**src/rtl/msrv32_pkg.sv**
```systemverilog
// Shared encodings and helpers for the msrv32 data-memory access path.
package msrv32_pkg;

   localparam logic [1:0] SZ_BYTE = 2'b00;
   localparam logic [1:0] SZ_HALF = 2'b01;
   localparam logic [1:0] SZ_WORD = 2'b10;

   localparam int TIMEOUT_CYC_DEF = 16;

   typedef enum logic [1:0] {
      ST_IDLE = 2'b00,
      ST_ADDR = 2'b01,
      ST_DATA = 2'b10
   } dm_state_e;

   // Sizes 10 and 11 both count as word accesses
   function automatic logic is_misaligned(input logic [1:0] size, input logic [1:0] offset);
      logic mis;
      case (size)
         SZ_BYTE: mis = 1'b0;
         SZ_HALF: mis = offset[0];
         default: mis = |offset;
      endcase
      return mis;
   endfunction

endpackage

```
**src/rtl/msrv32_store_lane_gen.sv**
```systemverilog
// Byte-lane write mask and lane-replicated store data for a store of the given size/offset.
module msrv32_store_lane_gen
   import msrv32_pkg::*;
(
   input  logic [1:0]  size,
   input  logic [1:0]  offset,
   input  logic [31:0] data,
   output logic [3:0]  mask,
   output logic [31:0] wdata
);

   // Replicating the data across lanes lets the mask alone select the written bytes
   always_comb begin
      mask  = 4'b0000;
      wdata = 32'h0000_0000;
      case (size)
         SZ_BYTE: begin
            mask  = 4'b0001 << offset;
            wdata = {4{data[7:0]}};
         end
         SZ_HALF: begin
            mask  = 4'b0011 << {offset[1], 1'b0};
            wdata = {2{data[15:0]}};
         end
         default: begin
            mask  = 4'b1111;
            wdata = data;
         end
      endcase
   end

endmodule

```
**src/rtl/msrv32_dmem_access_ctrl.sv**
```systemverilog
// Sequences msrv32 loads/stores onto the AHB-lite style data bus, stalls the pipeline
// while a transfer is in flight and hands size/offset/signedness to the load unit.
module msrv32_dmem_access_ctrl
   import msrv32_pkg::*;
#(
   parameter int TIMEOUT_CYC = TIMEOUT_CYC_DEF,
   parameter int CNT_W       = 5
) (
   input  logic        ms_riscv32_mp_clk_in,
   input  logic        ms_riscv32_mp_rst_in,
   input  logic        ld_req_in,
   input  logic        st_req_in,
   input  logic [31:0] iadder_in,
   input  logic [1:0]  size_in,
   input  logic        unsigned_in,
   input  logic [31:0] st_data_in,
   input  logic        dm_ready_in,
   input  logic        dm_resp_in,
   output logic [31:0] dm_addr_out,
   output logic        dm_req_out,
   output logic        dm_wr_out,
   output logic [3:0]  dm_wr_mask_out,
   output logic [31:0] dm_wdata_out,
   output logic [1:0]  lu_size_out,
   output logic [1:0]  lu_offset_out,
   output logic        lu_unsigned_out,
   output logic        lu_valid_out,
   output logic        stall_out,
   output logic        misaligned_out,
   output logic        bus_err_out
);

   localparam logic [CNT_W-1:0] CNT_LAST = CNT_W'(TIMEOUT_CYC - 1);

   dm_state_e        state_r, state_nxt_s;
   logic [CNT_W-1:0] cnt_r, cnt_nxt_s;
   logic [31:0]      dm_addr_r, dm_addr_nxt_s;
   logic             dm_req_r, dm_req_nxt_s;
   logic             dm_wr_r, dm_wr_nxt_s;
   logic [3:0]       dm_mask_r, dm_mask_nxt_s;
   logic [31:0]      dm_wdata_r, dm_wdata_nxt_s;
   logic [1:0]       lu_size_r, lu_size_nxt_s;
   logic [1:0]       lu_offset_r, lu_offset_nxt_s;
   logic             lu_unsigned_r, lu_unsigned_nxt_s;
   logic             misaligned_r, misaligned_nxt_s;
   logic             bus_err_r, bus_err_nxt_s;
   logic             clr_bus_s;

   logic             req_s, misal_s, accept_s, done_s, timeout_s;
   logic [3:0]       lane_mask_s;
   logic [31:0]      lane_wdata_s;

   msrv32_store_lane_gen u_lane_gen (
      .size   (size_in),
      .offset (iadder_in[1:0]),
      .data   (st_data_in),
      .mask   (lane_mask_s),
      .wdata  (lane_wdata_s)
   );

   assign req_s     = ld_req_in | st_req_in;
   assign misal_s   = is_misaligned(size_in, iadder_in[1:0]);
   assign accept_s  = (state_r == ST_IDLE) & req_s & ~misal_s;
   assign done_s    = (state_r == ST_DATA) & dm_ready_in;
   // A DATA-phase completion on the last allowed cycle still wins over the timeout
   assign timeout_s = (state_r != ST_IDLE) & (cnt_r == CNT_LAST) & ~done_s;

   // State and timeout counter register
   always_ff @(posedge ms_riscv32_mp_clk_in or posedge ms_riscv32_mp_rst_in) begin
      if (ms_riscv32_mp_rst_in) begin
         state_r <= ST_IDLE;
         cnt_r   <= {CNT_W{1'b0}};
      end else begin
         state_r <= state_nxt_s;
         cnt_r   <= cnt_nxt_s;
      end
   end

   // Next-state logic
   always_comb begin
      state_nxt_s = state_r;
      case (state_r)
         ST_IDLE: begin
            if (accept_s) state_nxt_s = ST_ADDR;
            else          state_nxt_s = ST_IDLE;
         end
         ST_ADDR: begin
            if (timeout_s)        state_nxt_s = ST_IDLE;
            else if (dm_ready_in) state_nxt_s = ST_DATA;
            else                  state_nxt_s = ST_ADDR;
         end
         ST_DATA: begin
            if (done_s | timeout_s) state_nxt_s = ST_IDLE;
            else                    state_nxt_s = ST_DATA;
         end
         default: state_nxt_s = ST_IDLE;
      endcase
   end

   // Next values for the registered outputs and the counter
   always_comb begin
      dm_addr_nxt_s     = dm_addr_r;
      dm_req_nxt_s      = dm_req_r;
      dm_wr_nxt_s       = dm_wr_r;
      dm_mask_nxt_s     = dm_mask_r;
      dm_wdata_nxt_s    = dm_wdata_r;
      lu_size_nxt_s     = lu_size_r;
      lu_offset_nxt_s   = lu_offset_r;
      lu_unsigned_nxt_s = lu_unsigned_r;
      misaligned_nxt_s  = 1'b0;
      bus_err_nxt_s     = 1'b0;
      cnt_nxt_s         = {CNT_W{1'b0}};
      clr_bus_s         = 1'b0;
      case (state_r)
         ST_IDLE: begin
            if (accept_s) begin
               dm_addr_nxt_s     = {iadder_in[31:2], 2'b00};
               dm_req_nxt_s      = 1'b1;
               dm_wr_nxt_s       = st_req_in;
               dm_mask_nxt_s     = st_req_in ? lane_mask_s : 4'b0000;
               dm_wdata_nxt_s    = st_req_in ? lane_wdata_s : 32'h0000_0000;
               lu_size_nxt_s     = size_in;
               lu_offset_nxt_s   = iadder_in[1:0];
               lu_unsigned_nxt_s = unsigned_in;
            end else begin
               misaligned_nxt_s  = req_s;
            end
         end
         ST_ADDR: begin
            cnt_nxt_s = cnt_r + CNT_W'(1);
            if (timeout_s) begin
               clr_bus_s     = 1'b1;
               bus_err_nxt_s = 1'b1;
            end else if (dm_ready_in) begin
               dm_req_nxt_s  = 1'b0;
            end else begin
               dm_req_nxt_s  = dm_req_r;
            end
         end
         ST_DATA: begin
            cnt_nxt_s = cnt_r + CNT_W'(1);
            if (done_s) begin
               clr_bus_s     = 1'b1;
               bus_err_nxt_s = dm_resp_in;
            end else if (timeout_s) begin
               clr_bus_s     = 1'b1;
               bus_err_nxt_s = 1'b1;
            end else begin
               clr_bus_s     = 1'b0;
            end
         end
         default: clr_bus_s = 1'b1;
      endcase
      if (clr_bus_s) begin
         dm_addr_nxt_s  = 32'h0000_0000;
         dm_req_nxt_s   = 1'b0;
         dm_wr_nxt_s    = 1'b0;
         dm_mask_nxt_s  = 4'b0000;
         dm_wdata_nxt_s = 32'h0000_0000;
      end else begin
         dm_wdata_nxt_s = dm_wdata_nxt_s;
      end
   end

   // Output registers
   always_ff @(posedge ms_riscv32_mp_clk_in or posedge ms_riscv32_mp_rst_in) begin
      if (ms_riscv32_mp_rst_in) begin
         dm_addr_r     <= 32'h0000_0000;
         dm_req_r      <= 1'b0;
         dm_wr_r       <= 1'b0;
         dm_mask_r     <= 4'b0000;
         dm_wdata_r    <= 32'h0000_0000;
         lu_size_r     <= 2'b00;
         lu_offset_r   <= 2'b00;
         lu_unsigned_r <= 1'b0;
         misaligned_r  <= 1'b0;
         bus_err_r     <= 1'b0;
      end else begin
         dm_addr_r     <= dm_addr_nxt_s;
         dm_req_r      <= dm_req_nxt_s;
         dm_wr_r       <= dm_wr_nxt_s;
         dm_mask_r     <= dm_mask_nxt_s;
         dm_wdata_r    <= dm_wdata_nxt_s;
         lu_size_r     <= lu_size_nxt_s;
         lu_offset_r   <= lu_offset_nxt_s;
         lu_unsigned_r <= lu_unsigned_nxt_s;
         misaligned_r  <= misaligned_nxt_s;
         bus_err_r     <= bus_err_nxt_s;
      end
   end

   assign dm_addr_out     = dm_addr_r;
   assign dm_req_out      = dm_req_r;
   assign dm_wr_out       = dm_wr_r;
   assign dm_wr_mask_out  = dm_mask_r;
   assign dm_wdata_out    = dm_wdata_r;
   assign lu_size_out     = lu_size_r;
   assign lu_offset_out   = lu_offset_r;
   assign lu_unsigned_out = lu_unsigned_r;
   assign misaligned_out  = misaligned_r;
   assign bus_err_out     = bus_err_r;
   // Combinational outputs are forced low while reset is held, even with a request pending
   assign stall_out       = ~ms_riscv32_mp_rst_in & (accept_s | (state_r != ST_IDLE));
   assign lu_valid_out    = ~ms_riscv32_mp_rst_in & done_s & ~dm_resp_in & ~dm_wr_r;

endmodule

```
**config.mk**
```make
export PLATFORM = sky130hd
export DESIGN_NAME = msrv32_dmem_access_ctrl
export DESIGN_NICKNAME = d
export VERILOG_FILES = /design/src/rtl/msrv32_pkg.sv /design/src/rtl/msrv32_store_lane_gen.sv /design/src/rtl/msrv32_dmem_access_ctrl.sv
export SDC_FILE = /design/constraint.sdc
export NUM_CORES = 1
export LEC_CHECK = 0
export ABC_AREA = 1
export CORE_UTILIZATION = 39
export CTS_CLUSTER_DIAMETER = 50
export DETAILED_ROUTE_END_ITERATION = 10
export PLACE_DENSITY = 0.76
export SLEW_MARGIN = 5
export SYNTH_ARGS = -nofsm -noshare
export SYNTH_HDL_FRONTEND = slang
export SYNTH_SLANG_ARGS = --single-unit
```
**constraint.sdc**
```tcl
create_clock -name ms_riscv32_mp_clk_in -period 2.43 [get_ports ms_riscv32_mp_clk_in]
set_input_delay 0.3645 -clock ms_riscv32_mp_clk_in [delete_from_list [all_inputs] [get_ports ms_riscv32_mp_clk_in]]
set_output_delay 0.3645 -clock ms_riscv32_mp_clk_in [all_outputs]
set_load 0.02 [all_outputs]
```
Yosys cells after proc, flatten, opt, wreduce, memory -nomap -nowiden

Index checks and enable logic that the tools add are counted.

Shift-type cells: 2
Multiplexer cells: 35
Eq/ne operators: 7
Add/sub/neg operators: 1
Bitwise operators: 17
Reductions and logical operators: 11

Operators by type and width:

| kind                | count |
|---|---|
| $mux 32             | 7 |
| $pmux 32 s2         | 1 |
| $mux 4              | 4 |
| $mux 1              | 13 |
| $and 1x1->1         | 9 |
| $ne 3x3->1 const B  | 3 |
| $pmux 4 s2          | 1 |
| $mux 2              | 3 |
| $pmux 1 s2          | 3 |
| $pmux 2 s3          | 1 |
| $reduce_bool 2->1   | 3 |
| $add 5x1->5 const B | 1 |
| $eq 5x4->1 const B  | 1 |
| $mux 5              | 1 |
| $not 1->1           | 5 |
| $eq 2x1->1 const B  | 2 |
| $logic_not 2->1     | 2 |
| $reduce_and 2->1    | 2 |
| $reduce_and 4->1    | 1 |
| $reduce_or 2->1     | 2 |
| $shl 1x2->4 const A | 1 |
| $shl 2x2->4 const A | 1 |
| $or 1x1->1          | 3 |
| $pmux 1 s3          | 1 |
| 2 further kinds     | 2 |

Input port bits: 73
Output and inout bits: 79
Bits in registers: 84

Logic depth before layout (Yosys ltp)

Depth in word-level cells: 9
Depth in mapped cells: 12

Modules after synthesis

From an unflattened synthesis, not the netlist that was laid out.

Cells, all modules: 488
Area, all modules: 4066.4 µm²

Modules (own cells, without submodules):

| module                  | area an instance (µm²) | instances | cells each |
|---|---|---|---|
| msrv32_dmem_access_ctrl | 3507.1                 | 1         | 390 |
| msrv32_store_lane_gen   | 559.3                  | 1         | 98 |

Worst setup path before layout

Ideal clock, no wire load.

Path kind: reg-to-output
Start point: register state_r[0]
End point: output stall_out
Stages on the path, launching flop included: 8
Setup slack: 0.575 ns
Data arrival time: 1.491 ns
Path through: dfrtp_1 inv_1 ha_1 inv_2 nor2_2 nand2_4 clkbuf_1 a21oi_1

Longest elaborated chain between the ends: 5
Elaborated cells on any way between the ends: 6
Those cells by class: bitwise (4); reduce/logical (2)

RTL lines:

| item                     | RTL line                       | text |
|---|---|---|
| start, declared          | msrv32_dmem_access_ctrl.sv:35  | `dm_state_e state_r, state_nxt_s;` |
| start signal, assigned   | msrv32_dmem_access_ctrl.sv:74  | `state_r <= state_nxt_s;` |
| $logic_not 2->1          | msrv32_dmem_access_ctrl.sv:63  | `assign accept_s = (state_r == ST_IDLE) & req_s & ~misal_s;` |
| $and 1x1->1 (2 in a row) | msrv32_dmem_access_ctrl.sv:63  |  |
| $or 1x1->1 (*)           | msrv32_dmem_access_ctrl.sv:203 | `assign stall_out = ~ms_riscv32_mp_rst_in & (accept_s \| (state_r != ST_IDLE));` |
| $and 1x1->1 (*)          | msrv32_dmem_access_ctrl.sv:203 |  |
| end, declared            | msrv32_dmem_access_ctrl.sv:28  | `output logic stall_out,` |

Mark *: on every way between the ends. The rest lies on a longest branch, timed or not.

Worst setup path after layout

Ends and elaborated chain as after synthesis.

==> flow_metrics.py <==
metrics = {
    "run_status": {
        "status": "finished clean",
    },
    "floorplanning": {
        "dieArea_um2": 9940,
        "std_cell_rows": 35,
        "die_w_um": 99.7,
        "die_y_um": 99.7,
        "core_um2": 9240,
        "ios": 152,
        "start_util_pct": 40.3,
    },
    "min_path": {
        "min_to": "cnt_r[0]",
        "min_path_cells": 1,
        "hp-class": "flip-flop to flip-flop",
        "hold_path.startpoint": "cnt_r[0]",
    },
    "layout": {
        "syn_to_final_growth_pct": 50.7,
        "drive_above_1_share_pct": 12.5,
        "antenna_cells": 0,
        "fin_util_pct": 60.7,
        "fin_nets": 642,
        "stdcell_area_um2": 5610,
    },
    "grt": {
        "grt_max_degree": 83,
        "track_usage_pct": 21.4,
        "grt_pass1_vias": 3461,
        "grt_pass1_wl_mm": 16.5,
        "gr-total-overflow": 0,
        "antenna_found_initial": 0,
    },
    "setup_path": {
        "criticalPathCategory": "flip-flop to output port",
        "cp-end-kind": "output port",
        "reg2reg_from": "state_r[0]",
        "timing.rr.end": "dm_addr_out[25]",
        "rr_worst_depth": 10,
        "cp_max_fo": 6,
        "rrSetupSlack_ns": 0.34,
        "arrival_ns": 1.93,
        "cp-start-kind": "flip-flop",
        "critPathRequiredTime_ns": 2.07,
    },
    "routing": {
        "wirelength_mm": 10.1,
        "ant_nets": 0,
        "routedWlPerCell_um": 14.5,
        "drc": 0,
        "drtIter0Drc": 122,
        "num_vias": 3347,
        "first_pass_iters": 6,
        "via_per_inst": 4.81,
    },
    "timing": {
        "hold_viol": 0,
        "finClkSkew_ns": 0.00927,
        "period_share_pct": 94.2,
        "period_needed_ns": 2.29,
        "whs_ns": 0.477,
        "tns_ns": 0,
        "finalSetupViolCount": 0,
        "max_freq_mhz": 437,
        "rsz0062_at_grt": "false",
        "final_max_slew_viol_count": 0,
    },
    "yosys": {
        "synth_cells": 410,
        "yosysSeqAreaShare_pct": 55.1,
        "synth-edff-count": 0,
        "async_flop_share_pct": 100,
        "ys_seq_elements": 82,
        "yosys_warnings": 0,
        "syn_area_um2": 3720,
        "synth.avg_cell_area_um2": 9.08,
        "yosysUniqueCellTypes": 25,
        "synthFlopType": "dfrtp_1",
    },
    "clock_network": {
        "cts.htree.levels": 3,
        "cts-root-buf": "clkbuf_8",
        "cts_max_path_buffers": 2,
        "clk-insertion-delay-late_ns": 0.35,
        "clock_sinks": 82,
        "path_clk_slew_ns": 0.08,
        "cts_tree": "yes",
        "hold_buffers": 0,
        "cts_made_buffers": 9,
    },
    "pwr": {
        "p_total_mw": 6.72,
        "leakage_nw": 2.54,
        "p_per_area_nw_per_um2": 1200,
        "irDropWorstVdd_uv": 635,
    },
    "placed_design": {
        "hpwl_mm": 7.38,
        "port_buffers": 149,
        "placed_area_um2": 5400,
        "globalplace.congestion": 0.865,
    },
    "job": {
        "maxCapViolations": 0,
    },
}
## layout make-up
cell class	count	area (um2)
clock inverter	5	80.1
fill	779	3630
inverter	34	131
multi-input combinational	274	1430
tap	129	161
sequential	82	2050
clock buffer	10	128
timing repair buffer	162	1630
## per-layer routing
| metal | global-route usage [%] | routed length [um] |
|---|---|---|
| met2 | 36.4 | 4780 |
| met5 | 0 | 0 |
| met4 | 8.48 | 253 |
| met1 | 25.9 | 4350 |
| met3 | 5.76 | 737 |
## worst max-delay path by stage
stage,startpoint,end,slack [ns],cells after the start
3_3_place_gp,size_in[0],stall_out,0.06,7
6_report,state_r[0],stall_out,0.14,7
5_1_grt,state_r[1],stall_out,0.006,7
2_1_floorplan,state_r[0],stall_out,0.57,7
3_5_place_dp,size_in[0],stall_out,0.05,7
4_1_cts,state_r[0],lu_valid_out,0.02,5
## sequential cells by signal (all words and copies together), names as in the netlist
| signal | flops |
|---|---|
| bus_err_out | 1 |
| dm_addr_out | 30 |
| lu_offset_out | 2 |
| dm_wdata_out | 32 |
| dm_req_out | 1 |
| dm_wr_mask_out | 4 |
| misaligned_out | 1 |
| state_r | 2 |
| dm_wr_out | 1 |
| lu_unsigned_out | 1 |
| cnt_r | 5 |
| lu_size_out | 2 |
## kinds of logic (layout without fill, tap and decap cells)
family / count (synthesis) / count (layout) / synth area share (%)
compound gates: 107 / 107 / 18.2
fa+ha+maj: 6 / 6 / 2.02
buf+inv: 55 / 211 / 6.66
flops: 82 / 82 / 55.1
other cells: 1 / 2 / 0.101
simple gates: 159 / 159 / 17.9
## cells in the final DEF, fill, tap and decap left out, types with 3 or more instances in the layout
cell and count:
nor2_1 21, clkinvlp_4 3, a21oi_1 48, nand2_1 124, buf_4 10, o21ai_2 29, o221ai_1 8, inv_2 5
ha_1 6, nand3_1 3, buf_12 3, clkbuf_8 9, o21ai_0 21, inv_1 28, clkdlybuf4s50_1 147, dfrtp_1 82
## stage by stage
step | setup WS, ns | cells
2_1_floorplan | 0.575 | 411
3_3_place_gp | 0.0574 | 681
3_5_place_dp | 0.0518 | 681
4_1_cts | 0.0176 | 696
5_1_grt | 0.00573 | 696
6_report | 0.140 | 696
## worst max-delay path: stages, from the launching register on
cell             delay [ns]
dfrtp_1                0.41
inv_1                  0.10
ha_1                   0.22
inv_2                  0.09
nor2_2                 0.15
nand2_4                0.06
a21oi_1                0.21
clkdlybuf4s15_1        0.34
## cell usage after synthesis (2+ instances only)
cell	count	area [um2]
buf_6	3	33.8
inv_2	5	18.8
inv_1	29	109
clkbuf_1	7	26.3
nor2_1	21	78.8
buf_4	2	15.0
a21oi_1	48	240
o221ai_1	8	70.1
nand2_2	2	12.5
nand2_4	2	22.5
o21ai_2	29	254
o21ai_0	21	105
nand3_1	3	15.0
buf_2	9	45.0
dfrtp_1	82	2050
nand2_1	124	465
nand4_2	2	25.0
ha_1	6	75.1
## what timing repair did
item | in CTS | in global routing
buffers inserted | 0 | 0
resized for setup | 1 | 2
setup endpoints to repair | 1 | 2
cloned | 0 | 0
## report_power, final
part           total, mW  switching, mW  internal (mW)
clock               1.04          0.471          0.572
sequential          2.25          0.316           1.94
combinational       3.43           1.89           1.54
No activity file was read; power rests on OpenSTA's default activity.
